==> config.mk <==
export PLATFORM = sky130hd
export DESIGN_NAME = cpu_step_control_flat
export DESIGN_NICKNAME = d
export VERILOG_FILES = /design/src/rtl/cpu_ctrl_pkg.sv /design/src/rtl/cpu_step_control_if.sv /design/src/rtl/cpu_step_control_btn_debounce.sv /design/src/rtl/cpu_step_control.sv /design/src/flat_wrapper.sv
export SDC_FILE = /design/constraint.sdc
export NUM_CORES = 1
export LEC_CHECK = 0
export CAP_MARGIN = 10
export CORE_ASPECT_RATIO = 1.4
export CORE_UTILIZATION = 30
export DETAILED_ROUTE_END_ITERATION = 8
export MAX_ROUTING_LAYER = met4
export SLEW_MARGIN = 20
export SYNTH_ARGS = -nofsm -noshare
export SYNTH_HDL_FRONTEND = slang
export SYNTH_SLANG_ARGS = --single-unit
==> constraint.sdc <==
create_clock -name clk -period 3.4 [get_ports clk]
set_input_delay 0.85 -clock clk [delete_from_list [all_inputs] [get_ports clk]]
set_output_delay 0.85 -clock clk [all_outputs]
set_load 0.01 [all_outputs]
==> src/rtl/cpu_ctrl_pkg.sv <==
// Shared definitions for the front-panel step controller.
// Imported by the controller RTL, the board top and the CPU testbench so that
// everyone agrees on the RUN/HALT encoding and the default timing constants.
//   run_state_t  : controller mode (RUN = free-running ticks, HALT = single-step)
//   ctrl_dbg_t   : debug view of the controller (FSM state + debounced levels)
package cpu_ctrl_pkg;

    typedef enum logic {
        RUN  = 1'b0,
        HALT = 1'b1
    } run_state_t;

    // 1 s between enable pulses and 10 ms debounce at a 100 MHz board clock.
    localparam int TICK_DIV_DEFAULT  = 100_000_000;
    localparam int DB_CYCLES_DEFAULT = 1_000_000;
    localparam int CNT_W_DEFAULT     = 32;

    typedef struct packed {
        run_state_t state;
        logic       pause_stable;
        logic       step_stable;
    } ctrl_dbg_t;

endpackage

==> src/rtl/cpu_step_control_if.sv <==
// Front-panel bundle between the board (buttons, CPU, display) and the
// step controller.
//   btn_pause, btn_step : raw asynchronous pushbuttons (board -> controller)
//   cpu_en              : one-clock CPU enable strobe (controller -> board)
//   running             : 1 in RUN, 0 in HALT
//   step_count          : number of cpu_en pulses since reset
// Handshake: there is no valid/ready pair on this bundle. cpu_en is a
// registered strobe that is high for exactly one clk cycle per CPU step and
// is never high in two consecutive cycles; consumers sample it on clk and
// must not stall it. The buttons are level inputs with no timing contract.
interface cpu_step_control_if #(
    parameter int CNT_W = 32
);
    logic             btn_pause;
    logic             btn_step;
    logic             cpu_en;
    logic             running;
    logic [CNT_W-1:0] step_count;

    // master: the board side that owns the buttons and consumes the strobe.
    modport master (
        output btn_pause,
        output btn_step,
        input  cpu_en,
        input  running,
        input  step_count
    );

    // slave: the step controller.
    modport slave (
        input  btn_pause,
        input  btn_step,
        output cpu_en,
        output running,
        output step_count
    );
endinterface

==> src/rtl/cpu_step_control_btn_debounce.sv <==
// Pushbutton conditioner: two-flop synchronizer, debounce filter and
// registered rising-edge press pulse.
//   clk, reset : system clock, synchronous active-high reset
//   raw        : asynchronous button level
//   stable     : debounced level (changes only after DB_CYCLES agreeing clocks)
//   press      : one-clock pulse the cycle after stable rises
module btn_debounce
    import cpu_ctrl_pkg::*;
#(
    parameter int DB_CYCLES = DB_CYCLES_DEFAULT
) (
    input  logic clk,
    input  logic reset,
    input  logic raw,
    output logic stable,
    output logic press
);
    // +1 keeps the counter at least one bit wide when DB_CYCLES is 1.
    localparam int CW = $clog2(DB_CYCLES + 1);

    logic          sync_a;
    logic          sync_b;
    logic          stable_d;
    logic [CW-1:0] cnt;

    always_ff @(posedge clk) begin
        if (reset) begin
            sync_a <= 1'b0;
            sync_b <= 1'b0;
        end else begin
            sync_a <= raw;
            sync_b <= sync_a;
        end
    end

    // cnt holds how many consecutive clocks sync_b has disagreed with stable;
    // the DB_CYCLES-th disagreeing clock commits the new level.
    always_ff @(posedge clk) begin
        if (reset) begin
            cnt    <= '0;
            stable <= 1'b0;
        end else if (sync_b == stable) begin
            cnt <= '0;
        end else if (cnt == CW'(DB_CYCLES - 1)) begin
            cnt    <= '0;
            stable <= sync_b;
        end else begin
            cnt <= cnt + CW'(1);
        end
    end

    always_ff @(posedge clk) begin
        if (reset) begin
            stable_d <= 1'b0;
            press    <= 1'b0;
        end else begin
            stable_d <= stable;
            press    <= stable & ~stable_d;
        end
    end

endmodule

==> src/rtl/cpu_step_control.sv <==
// Front-panel step controller: RUN/HALT mode machine driving a one-clock CPU
// enable. RUN issues a pulse every TICK_DIV+1 clocks (TICK_DIV counting clocks
// plus the issue clock); HALT issues one pulse per debounced step press.
//   clk, reset : system clock, synchronous active-high reset
//   bus        : front-panel bundle (buttons in; cpu_en, running, step_count out)
//   dbg        : FSM state and debounced button levels for observation
module cpu_step_control
    import cpu_ctrl_pkg::*;
#(
    parameter int TICK_DIV  = TICK_DIV_DEFAULT,   // >= 2
    parameter int DB_CYCLES = DB_CYCLES_DEFAULT,  // >= 1
    parameter int CNT_W     = CNT_W_DEFAULT
) (
    input  logic                     clk,
    input  logic                     reset,
    cpu_step_control_if.slave        bus,
    output ctrl_dbg_t                dbg
);
    localparam int TCW = $clog2(TICK_DIV);

    run_state_t       state_q;
    run_state_t       state_d;
    logic             pause_stable;
    logic             pause_press;
    logic             step_stable;
    logic             step_press;
    logic [TCW-1:0]   tick_cnt;
    logic             tick_pend;
    logic             cpu_en_d;
    logic             cpu_en_q;
    logic [CNT_W-1:0] step_count_q;

    btn_debounce #(.DB_CYCLES(DB_CYCLES)) u_pause (
        .clk    (clk),
        .reset  (reset),
        .raw    (bus.btn_pause),
        .stable (pause_stable),
        .press  (pause_press)
    );

    btn_debounce #(.DB_CYCLES(DB_CYCLES)) u_step (
        .clk    (clk),
        .reset  (reset),
        .raw    (bus.btn_step),
        .stable (step_stable),
        .press  (step_press)
    );

    // ---- FSM: state register ----
    always_ff @(posedge clk) begin
        if (reset) state_q <= RUN;
        else       state_q <= state_d;
    end

    // ---- FSM: next state ---- every pause press toggles the mode.
    always_comb begin
        state_d = state_q;
        if (pause_press) state_d = (state_q == RUN) ? HALT : RUN;
    end

    // ---- FSM: outputs ---- a pause press in the same cycle wins over a
    // pending tick or a step press, so mode changes never emit a pulse.
    always_comb begin
        cpu_en_d = 1'b0;
        unique case (state_q)
            RUN:  cpu_en_d = tick_pend && !pause_press;
            HALT: cpu_en_d = step_press && !pause_press;
        endcase
    end

    // Tick counter: 0..TICK_DIV-1, then one clock with tick_pend set while
    // the pulse is issued; the counter holds during that clock.
    always_ff @(posedge clk) begin
        if (reset || pause_press || state_q != RUN) begin
            tick_cnt  <= '0;
            tick_pend <= 1'b0;
        end else if (tick_pend) begin
            tick_pend <= 1'b0;
        end else if (tick_cnt == TCW'(TICK_DIV - 1)) begin
            tick_cnt  <= '0;
            tick_pend <= 1'b1;
        end else begin
            tick_cnt <= tick_cnt + TCW'(1);
        end
    end

    // step_count lags cpu_en by one clock so it matches the post-step CPU state.
    always_ff @(posedge clk) begin
        if (reset) begin
            cpu_en_q     <= 1'b0;
            step_count_q <= '0;
        end else begin
            cpu_en_q <= cpu_en_d;
            if (cpu_en_q) step_count_q <= step_count_q + CNT_W'(1);
        end
    end

    assign bus.cpu_en     = cpu_en_q;
    assign bus.running    = (state_q == RUN);
    assign bus.step_count = step_count_q;

    assign dbg.state        = state_q;
    assign dbg.pause_stable = pause_stable;
    assign dbg.step_stable  = step_stable;

endmodule

==> src/flat_wrapper.sv <==
// flat-port wrapper written by rule: the top's interface ports become plain ports
module cpu_step_control_flat import cpu_ctrl_pkg::*;
#(
    parameter int TICK_DIV  = TICK_DIV_DEFAULT,          
    parameter int DB_CYCLES = DB_CYCLES_DEFAULT,         
    parameter int CNT_W     = CNT_W_DEFAULT
)
  (clk, reset, dbg, bus_btn_pause, bus_btn_step, bus_cpu_en, bus_running, bus_step_count);
  cpu_step_control_if #(.CNT_W(CNT_W)) bus_i ();
  input  logic clk;
  input  logic reset;
  output ctrl_dbg_t dbg;
  input wire logic [$bits(bus_i.btn_pause)-1:0] bus_btn_pause;
  input wire logic [$bits(bus_i.btn_step)-1:0] bus_btn_step;
  output wire logic [$bits(bus_i.cpu_en)-1:0] bus_cpu_en;
  output wire logic [$bits(bus_i.running)-1:0] bus_running;
  output wire logic [$bits(bus_i.step_count)-1:0] bus_step_count;
  assign bus_i.btn_pause = bus_btn_pause;
  assign bus_i.btn_step = bus_btn_step;
  assign bus_cpu_en = bus_i.cpu_en;
  assign bus_running = bus_i.running;
  assign bus_step_count = bus_i.step_count;
  cpu_step_control #(.TICK_DIV(TICK_DIV), .DB_CYCLES(DB_CYCLES), .CNT_W(CNT_W)) u_core (.clk(clk), .reset(reset), .bus(bus_i), .dbg(dbg));
endmodule
==> results by group <==
Run status
  – Status: finished with violations
  – Failing checks: DRC

Route
  – Drt pass-1 iters: 6
  – Drt via density: 5.32
  – Via count: 4214
  – Iteration-0 DRC Markers: 176
  – WL/cell: 13.7 um
  – Post-Route WL: 10900 um
  – Antenna-violating nets left: 0
  – Drt drc: 9

Yosys
  – Top cell type by total area after synthesis: dfxtp_1
  – Syn Area/Cell: 8.83 sq um
  – Yosys reg bits: 112
  – Commonest cells post-synth: dfxtp_1, nor2_1, xor2_1
  – Primary FF master, synth: dfxtp_1
  – Most frequent cell after synthesis: dfxtp_1
  – Netlist Area Pre-Place: 4990 sq um
  – Asr flop ratio synth: 0%
  – Share of the synthesized area in the top cell type: 44.9%
  – Synthesis Warnings: 0
  – Synth area leaders: dfxtp_1, xor2_1, nand4_1, or4_1, nor2_1
  – Post-synth net total: 573
  – Cells after Synth: 565
  – Sequential area share after synthesis: 44.9%
  – Netlist cell types: 37
  – EDFF count, synth: 0

Worst hold path
  – WHS Endpoint: u_core.u_step.press
  – WHS Path Cells: 1
  – HP Start: u_core.u_step.stable_d
  – Hold WC Path Type: reg -> reg

STA
  – TNS Setup: 0 ns
  – Final period util: 67.5%
  – Fin. max-slew vios: 0
  – Max Clock Skew: 0.00614 ns
  – Worst slew pin tran: 1.01 ns
  – Max Freq: 436 MHz
  – # setup viols final: 0
  – RSZ-0062 raised after global routing: false
  – Slew margin rel.: 32.7%
  – Final WS setup: 1.10 ns
  – Final min period: 2.30 ns
  – Hold Violations, Final: 0

Critical path
  – R2r endpoint: u_core.tick_cnt[18]
  – Critical path, cell by cell: clkdlybuf4s50_1
  – Setup crit start kind: flop
  – R2R Setup Slk: 1.23 ns
  – Worst r2r path cells: 6
  – Bufs and invs on worst path: 1
  – CP Max Fanout: 5
  – Worst Setup Path Type: reg -> out
  – Critical-path top delay cell: clkdlybuf4s50_1
  – Critical path's largest stage delay: 0.60 ns
  – Crit path depth: 1
  – R2r startpoint: u_core.tick_cnt[0]
  – Crit path max-delay family: buffers and inverters
  – CP required: 2.55 ns
  – Setup crit end kind: output port
  – Crit path DAT: 1.45 ns

Placed design
  – Port-buffer cells: 40
  – Pre-CTS setup slack: 1.21 ns
  – Hpwl dp: 7500 um
  – Placed Area: 5530 sq um
  – Final GP Congestion: 0.767

Final layout
  – Synthesis-to-layout area growth: 17.2%
  – Antenna cells: 0
  – Post-route cell area: 5850 sq um
  – Nets: 596
  – Fillers: 1645
  – Layout cells sized above 1: 4.22%

GRT
  – Total track usage: 13.4%
  – GR Overflow Total: 0
  – First-pass GRT wire length: 18600 um
  – Vias in the first global route: 4065
  – Largest net degree at the start of global routing: 45
  – Initial antenna violation count: 0

Clock tree
  – TritonCTS buffer count: 9
  – # resized after CTS: 0
  – Max clock buf depth: 2
  – Post-CTS setup repair buffer count: 0
  – Hold_buf cts: 0
  – CTS tree: yes
  – H-tree levels: 3
  – CTS Sinks: 112
  – Root Buffer: clkbuf_16
  – Skew-Pair Late Insertion Delay: 0.35 ns
  – Clock Pin Slew Worst Setup and Hold Paths: 0.07 ns

Flow run
  – Total of max-cap violations: 0

Power
  – Max IR drop VDD: 0.246 mV
  – Power consumption: 0.00250 W
  – Leakage: 1.79 nW
  – Pwr/cell area: 428 nW/um^2

Floorplanning
  – Die footprint: 17200 sq um
  – Row count: 55
  – Die Span Y: 155 um
  – Area of the core: 16200 sq um
  – Initial Util: 30.7%
  – I/O pin count: 41
  – Die X: 111 um
registers in the layout, summed over array words and instances (netlist names):
name                     flops
u_core.u_step.cnt           20
u_core.u_step.stable_d       1
u_core.u_step.stable         1
u_core.u_step.sync_b         1
u_core.u_pause.cnt          20
u_core.bus.step_count       32
u_core.tick_cnt             27
u_core.bus.cpu_en            1
u_core.u_pause.stable_d      1
u_core.u_pause.sync_a        1
u_core.u_pause.sync_b        1
u_core.u_step.sync_a         1
u_core.tick_pend             1
u_core.state_q               1
u_core.u_pause.press         1
u_core.u_pause.stable        1
u_core.u_step.press          1
area by class of cell:
type | count | area [sq um] | share of cell area (%)
multi-input combinational | 410 | 2570 | 43.9
sequential | 112 | 2240 | 38.3
timing repair buffer | 45 | 433 | 7.40
tap | 199 | 249 | 4.26
clock buffer | 9 | 225 | 3.85
clock inverter | 7 | 95.1 | 1.63
inverter | 10 | 37.5 | 0.642
placed cells by master (no fill, tap or decap), types with 3 or more instances in the layout:
| cell type | netlist | final |
|---|---|---|
| a211oi_1 | 12 | 12 |
| a21oi_1 | 33 | 33 |
| and2_1 | 6 | 6 |
| and3_1 | 11 | 11 |
| and4_1 | 17 | 17 |
| buf_4 | 3 | 5 |
| clkbuf_16 | 0 | 9 |
| clkdlybuf4s50_1 | 0 | 39 |
| dfxtp_1 | 112 | 112 |
| ha_1 | 4 | 4 |
| inv_1 | 10 | 10 |
| mux2i_1 | 3 | 3 |
| nand2_1 | 30 | 30 |
| nand3_1 | 32 | 32 |
| nand4_1 | 29 | 29 |
| nor2_1 | 46 | 46 |
| nor2b_1 | 9 | 9 |
| nor3_1 | 15 | 15 |
| nor4_1 | 4 | 4 |
| o21ai_0 | 23 | 22 |
| o31ai_1 | 23 | 23 |
| or3_1 | 23 | 23 |
| or4_1 | 24 | 24 |
| xnor2_1 | 13 | 13 |
| xor2_1 | 40 | 40 |
through the flow:
stage | util (%) | std cells | hold WS, ns
CTS | 36.0 | 792 | 0.396
detailed placement | 34.0 | 776 | 0.385
floorplan | - | 565 | 0.367
finish | 36.0 | 792 | 0.392
global placement | 34.0 | 776 | 0.372
global route | 36.0 | 792 | 0.405
report_power, final:
part	internal, W	leakage [nW]	switching (W)
logic	0.0000112	0.726	0.0000230
clock network	0.000648	0.156	0.000498
registers	0.00132	0.903	0.00000422
routing by layer:
metal	GRT usage, %	up-vias	share of wire (%)
li1	-	2129	-
met1	14.5	2005	44
met2	24.0	65	51
met3	2.74	15	3.2
met4	5.28	0	1.9
met5	-	-	0
worst max-delay path by stage:
stage / slack, ns / to / startpoint
global placement: 1.28 / u_core.tick_pend / reset
floorplan: 1.41 / u_core.tick_cnt[21] / reset
detailed placement: 1.21 / u_core.tick_cnt[21] / reset
CTS: 1.10 / dbg[2] / u_core.state_q
finish: 1.10 / dbg[2] / u_core.state_q
global route: 1.04 / dbg[2] / u_core.state_q
cell families (layout without fill, tap and decap cells):
kind of cell / count (synthesis) / after routing / synth area share, %
xor+xnor: 53 / 53 / 9.30
flops: 112 / 112 / 44.9
mux: 3 / 3 / 0.602
simple gates: 258 / 258 / 29.6
compound gates: 92 / 92 / 11.0
buf+inv: 43 / 71 / 3.63
fa+ha+maj: 4 / 4 / 1.00
No activity file was read; power rests on OpenSTA's default activity.
==> variant 1 (config.mk and constraints unchanged) <==
Set the package constant `DB_CYCLES_DEFAULT` to 4_000_000 (it was 1_000_000).
--- a/src/rtl/cpu_ctrl_pkg.sv
+++ b/src/rtl/cpu_ctrl_pkg.sv
@@ -14,3 +14,3 @@
     localparam int TICK_DIV_DEFAULT  = 100_000_000;
-    localparam int DB_CYCLES_DEFAULT = 1_000_000;
+    localparam int DB_CYCLES_DEFAULT = 4_000_000;
     localparam int CNT_W_DEFAULT     = 32;
Formal check against the unedited RTL: no difference found for any inputs over 10 cycles, from zero or initial values and one cycle with reset high; that may be too few to reach the edited logic, so the function may still have changed.
==> variant 1 against the unedited design <==
Final area rose by 8.6%. Synthesized area rose by 4.5%. Worst hold slack got worse by 0.0062 ns. Sequential cell count rose by 4. Worst setup slack got worse by 0.029 ns. Via count rose by 6.8%. Largest power group is now clock. Power rose by 23%. Wire length rose by 5.8%.
==> variant 1: results (changes against the unedited design) <==
[outcome]
result_of_the_run = finished clean

[logic_synthesis]
number_of_distinct_library_cells_after_synthesis = 38  ; +2.7%
synth.area.top_cells = dfxtp_1 (45%), xor2_1 (4.9%), a21oi_1 (4.5%), nor2_1 (4.5%), xnor2_1 (4.0%)
synth_area_per_cell_um2 = 8.65  ; -2.1%
most_numerous_cell_types_in_the_synthesized_netlist = dfxtp_1 (116), nor2_1 (62), a21oi_1 (47)
seq_area_frac_synth_pct = 44.5  ; -0.42 points
syn_nets = 611  ; +6.6%
synth-warning-count = 0  ; unchanged

[global_routing]
wire_length_of_the_first_global_routing_pass_mm = 19.6  ; +5.3%
maximum_number_of_pins_on_one_net_before_global_route_repair = 30  ; -33%
global_route.usage.met2_pct = 23.8  ; -0.12 points
global_route.usage.met3_pct = 3.22  ; +0.47 points
first_global_vias = 4312  ; +6.1%
total_routing_usage_reported_by_global_routing_pct = 14.0  ; +0.58 points
grtUsageMet1_pct = 15.1  ; +0.61 points

[worst_setup_path]
cp.arrival_ns = 1.47  ; +0.02 ns
critical_path.max_fanout = 7  ; +2

[place]
place.gp.congestion = 0.793  ; +3.5%
dpl_wire_length_mm = 8.05  ; +7.3%
dpl.cell_count = 847  ; +9.1%
dpl_cell_area_um2 = 5790  ; +4.8%

[cts]
insertion_delay_ns = 0.42  ; +0.07 ns
htree_num_levels = 4  ; +1
cts-buffers-inserted = 17  ; +8
cts.reportedPaths.clkPinSlew_ns = 0.05  ; -0.02 ns

[cells_and_area]
drive_above_1_share_pct = 6.04  ; +1.8 points
number_of_non_filler_instances_in_the_completed_layout = 878  ; +11%
final_nets = 642  ; +7.7%

[timing]
post-route-min-period_ns = 2.32  ; +0.0286 ns
max_slew_margin_pct = 52.3  ; +20 points
finalClockSkew_ns = 0.00770  ; +0.00156 ns
hold_ws_ns = 0.386  ; -0.00619 ns

[routing]
drt_pass1_iterations = 5  ; -1
first_iter_violations = 146  ; -17%
detailroute.via_count = 4500  ; +6.8%

[power]
irDropWorstVdd_v = 0.000242  ; -1.9%
power.static_leakage_nw = 1.97  ; +10%

-- variant 1: cell types whose count changed in the layout (fill, tap and decap cells not counted), sizes merged, moves of 8 or more --
| cell | delta |
|---|---|
| xnor2 | +11 |
| a211oi | -12 |
| clkbuf | +18 |
| a21oi | +15 |
| nor3 | -8 |
| xor2 | -11 |
| nor2 | +16 |
| or3 | +9 |
| o21ai | +9 |
-- variant 1: worst reg2reg max path: stages (launching register included) --
cell and delay (ns):
dfxtp_1 0.40, and3_1 0.34, nand4_1 0.62, or4_1 0.71, a21oi_1 0.17
-- variant 1: area by class of cell --
type                            count  area, µm²
Clock buffer                       27        513
Inverter                           12       45.0
Tap cell                          232        290
Fill cell                        1693      10500
Timing Repair Buffer               44        425
Sequential cell                   116       2320
Multi-Input combinational cell    443       2710
Clock inverter                      4       45.0
-- variant 1: final timing paths --
path                              from                         to  cells after the start
max          u_core.bus.step_count[27]         bus_step_count[27]                      1
min            u_core.u_pause.stable_d       u_core.u_pause.press                      1
max reg2reg   u_core.bus.step_count[7]  u_core.bus.step_count[21]                      4
min reg2reg    u_core.u_pause.stable_d       u_core.u_pause.press                      1
-- variant 1: power breakdown --
part,internal (mW),switching [mW]
sequential,1.37,0.00566
clock,1.09,0.579
combinational,0.0122,0.0243
-- variant 1: kinds of logic (layout without fill, tap and decap cells) --
family / Yosys count / count (layout) / synth area share (%)
and+or+nand+nor: 283 / 283 / 30.7
buffers and inverters: 44 / 87 / 3.57
DFF: 116 / 116 / 44.5
adders and majority gates: 4 / 4 / 0.959
muxes: 4 / 4 / 0.791
xor gates and xnor gates: 53 / 53 / 8.90
AOI/OAI and AO/OA: 99 / 99 / 10.5
-- variant 1: per-layer routing --
metal	part of all wire, %	vias up	routed length [µm]
met3	3.0	18	347
met5	0	-	0
met1	44	2153	5040
met2	51	69	5900
met4	1.9	0	218
li1	-	2260	-
==> variant 2 (same flow settings) <==
Made on the original files. Register the output `dbg`; this adds one clock of latency there. The other outputs are not delayed to match.
--- a/src/rtl/cpu_step_control.sv
+++ b/src/rtl/cpu_step_control.sv
@@ -19,2 +19,4 @@
     localparam int TCW = $clog2(TICK_DIV);
+
+    ctrl_dbg_t dbg_d;
 
@@ -101,5 +103,9 @@
 
-    assign dbg.state        = state_q;
-    assign dbg.pause_stable = pause_stable;
-    assign dbg.step_stable  = step_stable;
+    assign dbg_d.state        = state_q;
+    assign dbg_d.pause_stable = pause_stable;
+    assign dbg_d.step_stable  = step_stable;
+
+    always_ff @(posedge clk) begin
+        dbg <= dbg_d;
+    end
 
Behaviour: no difference found for any inputs over 10 cycles, from zero or initial values and one cycle with reset high; that may be too few to reach the edited logic, so the function may still have changed.
==> variant 2 against the unedited design <==
The flow still finishes with violations (DRC). Synthesized cell count is the same. Clock skew is essentially flat. Final area grew 6.0%. Cell count grew 2.4%. Synthesized area grew 0.75%. Sequential cell count grew 3. Sequential power grew 3%. First-iteration DRC count grew 3.4%. Power grew 28%. Core utilization grew 2.0 points. Worst setup slack gained 0.011 ns. Largest cell class unchanged. Wire length grew 1.7%. Combinational power is essentially flat.
==> variant 2: results (changes against the unedited design) <==
[min_path]
hold_path.startpoint = u_core.u_pause.stable_d
number_of_cells_on_the_worst_hold_path = 1  ; unchanged
holdPathEnd = u_core.u_pause.press

[worst_setup_path]
regToRegEndpoint = u_core.tick_cnt[4]
critPathMaxStageDelay_ns = 0.58  ; -0.02 ns
worst_setup_path_endpoint = bus_step_count[7]
crit_path_start = u_core.bus.step_count[7]
critical_path.max_fanout = 6  ; +1

[power]
power.static_leakage_nw = 1.95  ; +9.2%
clockPowerShare_pct = 56.4  ; +11 points
power.net_switching_mw = 0.626  ; +19%
p_comb_mw = 0.0341  ; about the same
powerClk_mw = 1.80  ; +57%

[routing]
drt_drc_violations_left = 6  ; -3
routed_via_density = 5.28  ; -0.72%
first_iter_violations = 182  ; +3.4%
detailroute.via_count = 4284  ; +1.7%
drt_wl_total_mm = 11.1  ; +1.7%

[place]
dpl.cell_count = 779  ; +0.39%
dpl_cell_area_um2 = 5590  ; +1.2%
dpl_wire_length_mm = 7.44  ; -0.82%
place.gp.congestion = 0.764  ; -0.30%
dp_slack_ns = 0.874  ; -0.338 ns

[timing]
post-route-min-period_ns = 2.29  ; -0.0109 ns
hold_ws_ns = 0.379  ; -0.0128 ns
max_slew_margin_pct = 32.9  ; +0.12 points

[logic_synthesis]
synth.area.top_cells = dfxtp_1 (46%), xor2_1 (7.0%), nand4_1 (3.6%), or4_1 (3.6%), nor2_1 (3.4%)
number_of_distinct_library_cells_after_synthesis = 36  ; -2.7%
synth_area_per_cell_um2 = 8.90  ; +0.75%
most_numerous_cell_types_in_the_synthesized_netlist = dfxtp_1 (115), nor2_1 (46), xor2_1 (40)

[cts]
htree_num_levels = 4  ; +1
cts.reportedPaths.clkPinSlew_ns = 0.05  ; -0.02 ns

[outcome]
violations = DRC
result_of_the_run = finished, violations left

[global_routing]
total_routing_usage_reported_by_global_routing_pct = 13.7  ; +0.34 points
first_global_vias = 4144  ; +1.9%

[cells_and_area]
num-fill-cells = 1605  ; -2.4%
drive_above_1_share_pct = 6.21  ; +2.0 points

[variant 2: layer usage]
layer / track usage [%] / vias to the layer above / wire length, µm
met5: - / - / 0
met4: 7.59 / 0 / 182
met3: 3.43 / 16 / 307
met2: 23.6 / 60 / 5810
met1: 14.4 / 2067 / 4750
li1: - / 2141 / -
[variant 2: kinds of logic (layout without fill, tap and decap cells)]
kind of cell | count (synthesis) | count (layout) | synth area share, %
adders and majority gates | 4 | 4 | 0.995
buffers and inverters | 40 | 87 | 3.16
xor gates and xnor gates | 53 | 53 | 9.23
DFF | 115 | 115 | 45.8
muxes | 3 | 3 | 0.597
and+or+nand+nor | 258 | 258 | 29.3
AOI/OAI and AO/OA | 92 | 92 | 10.9
[variant 2: cell type report]
cell class / instances / share of cell area (%)
clock buffers: 22 / 7.65
clock inverters: 10 / 2.10
inverters: 10 / 0.606
multi-input cells: 410 / 41.4
flip-flops and latches: 115 / 37.1
well taps: 199 / 4.02
repair buffers: 45 / 7.07
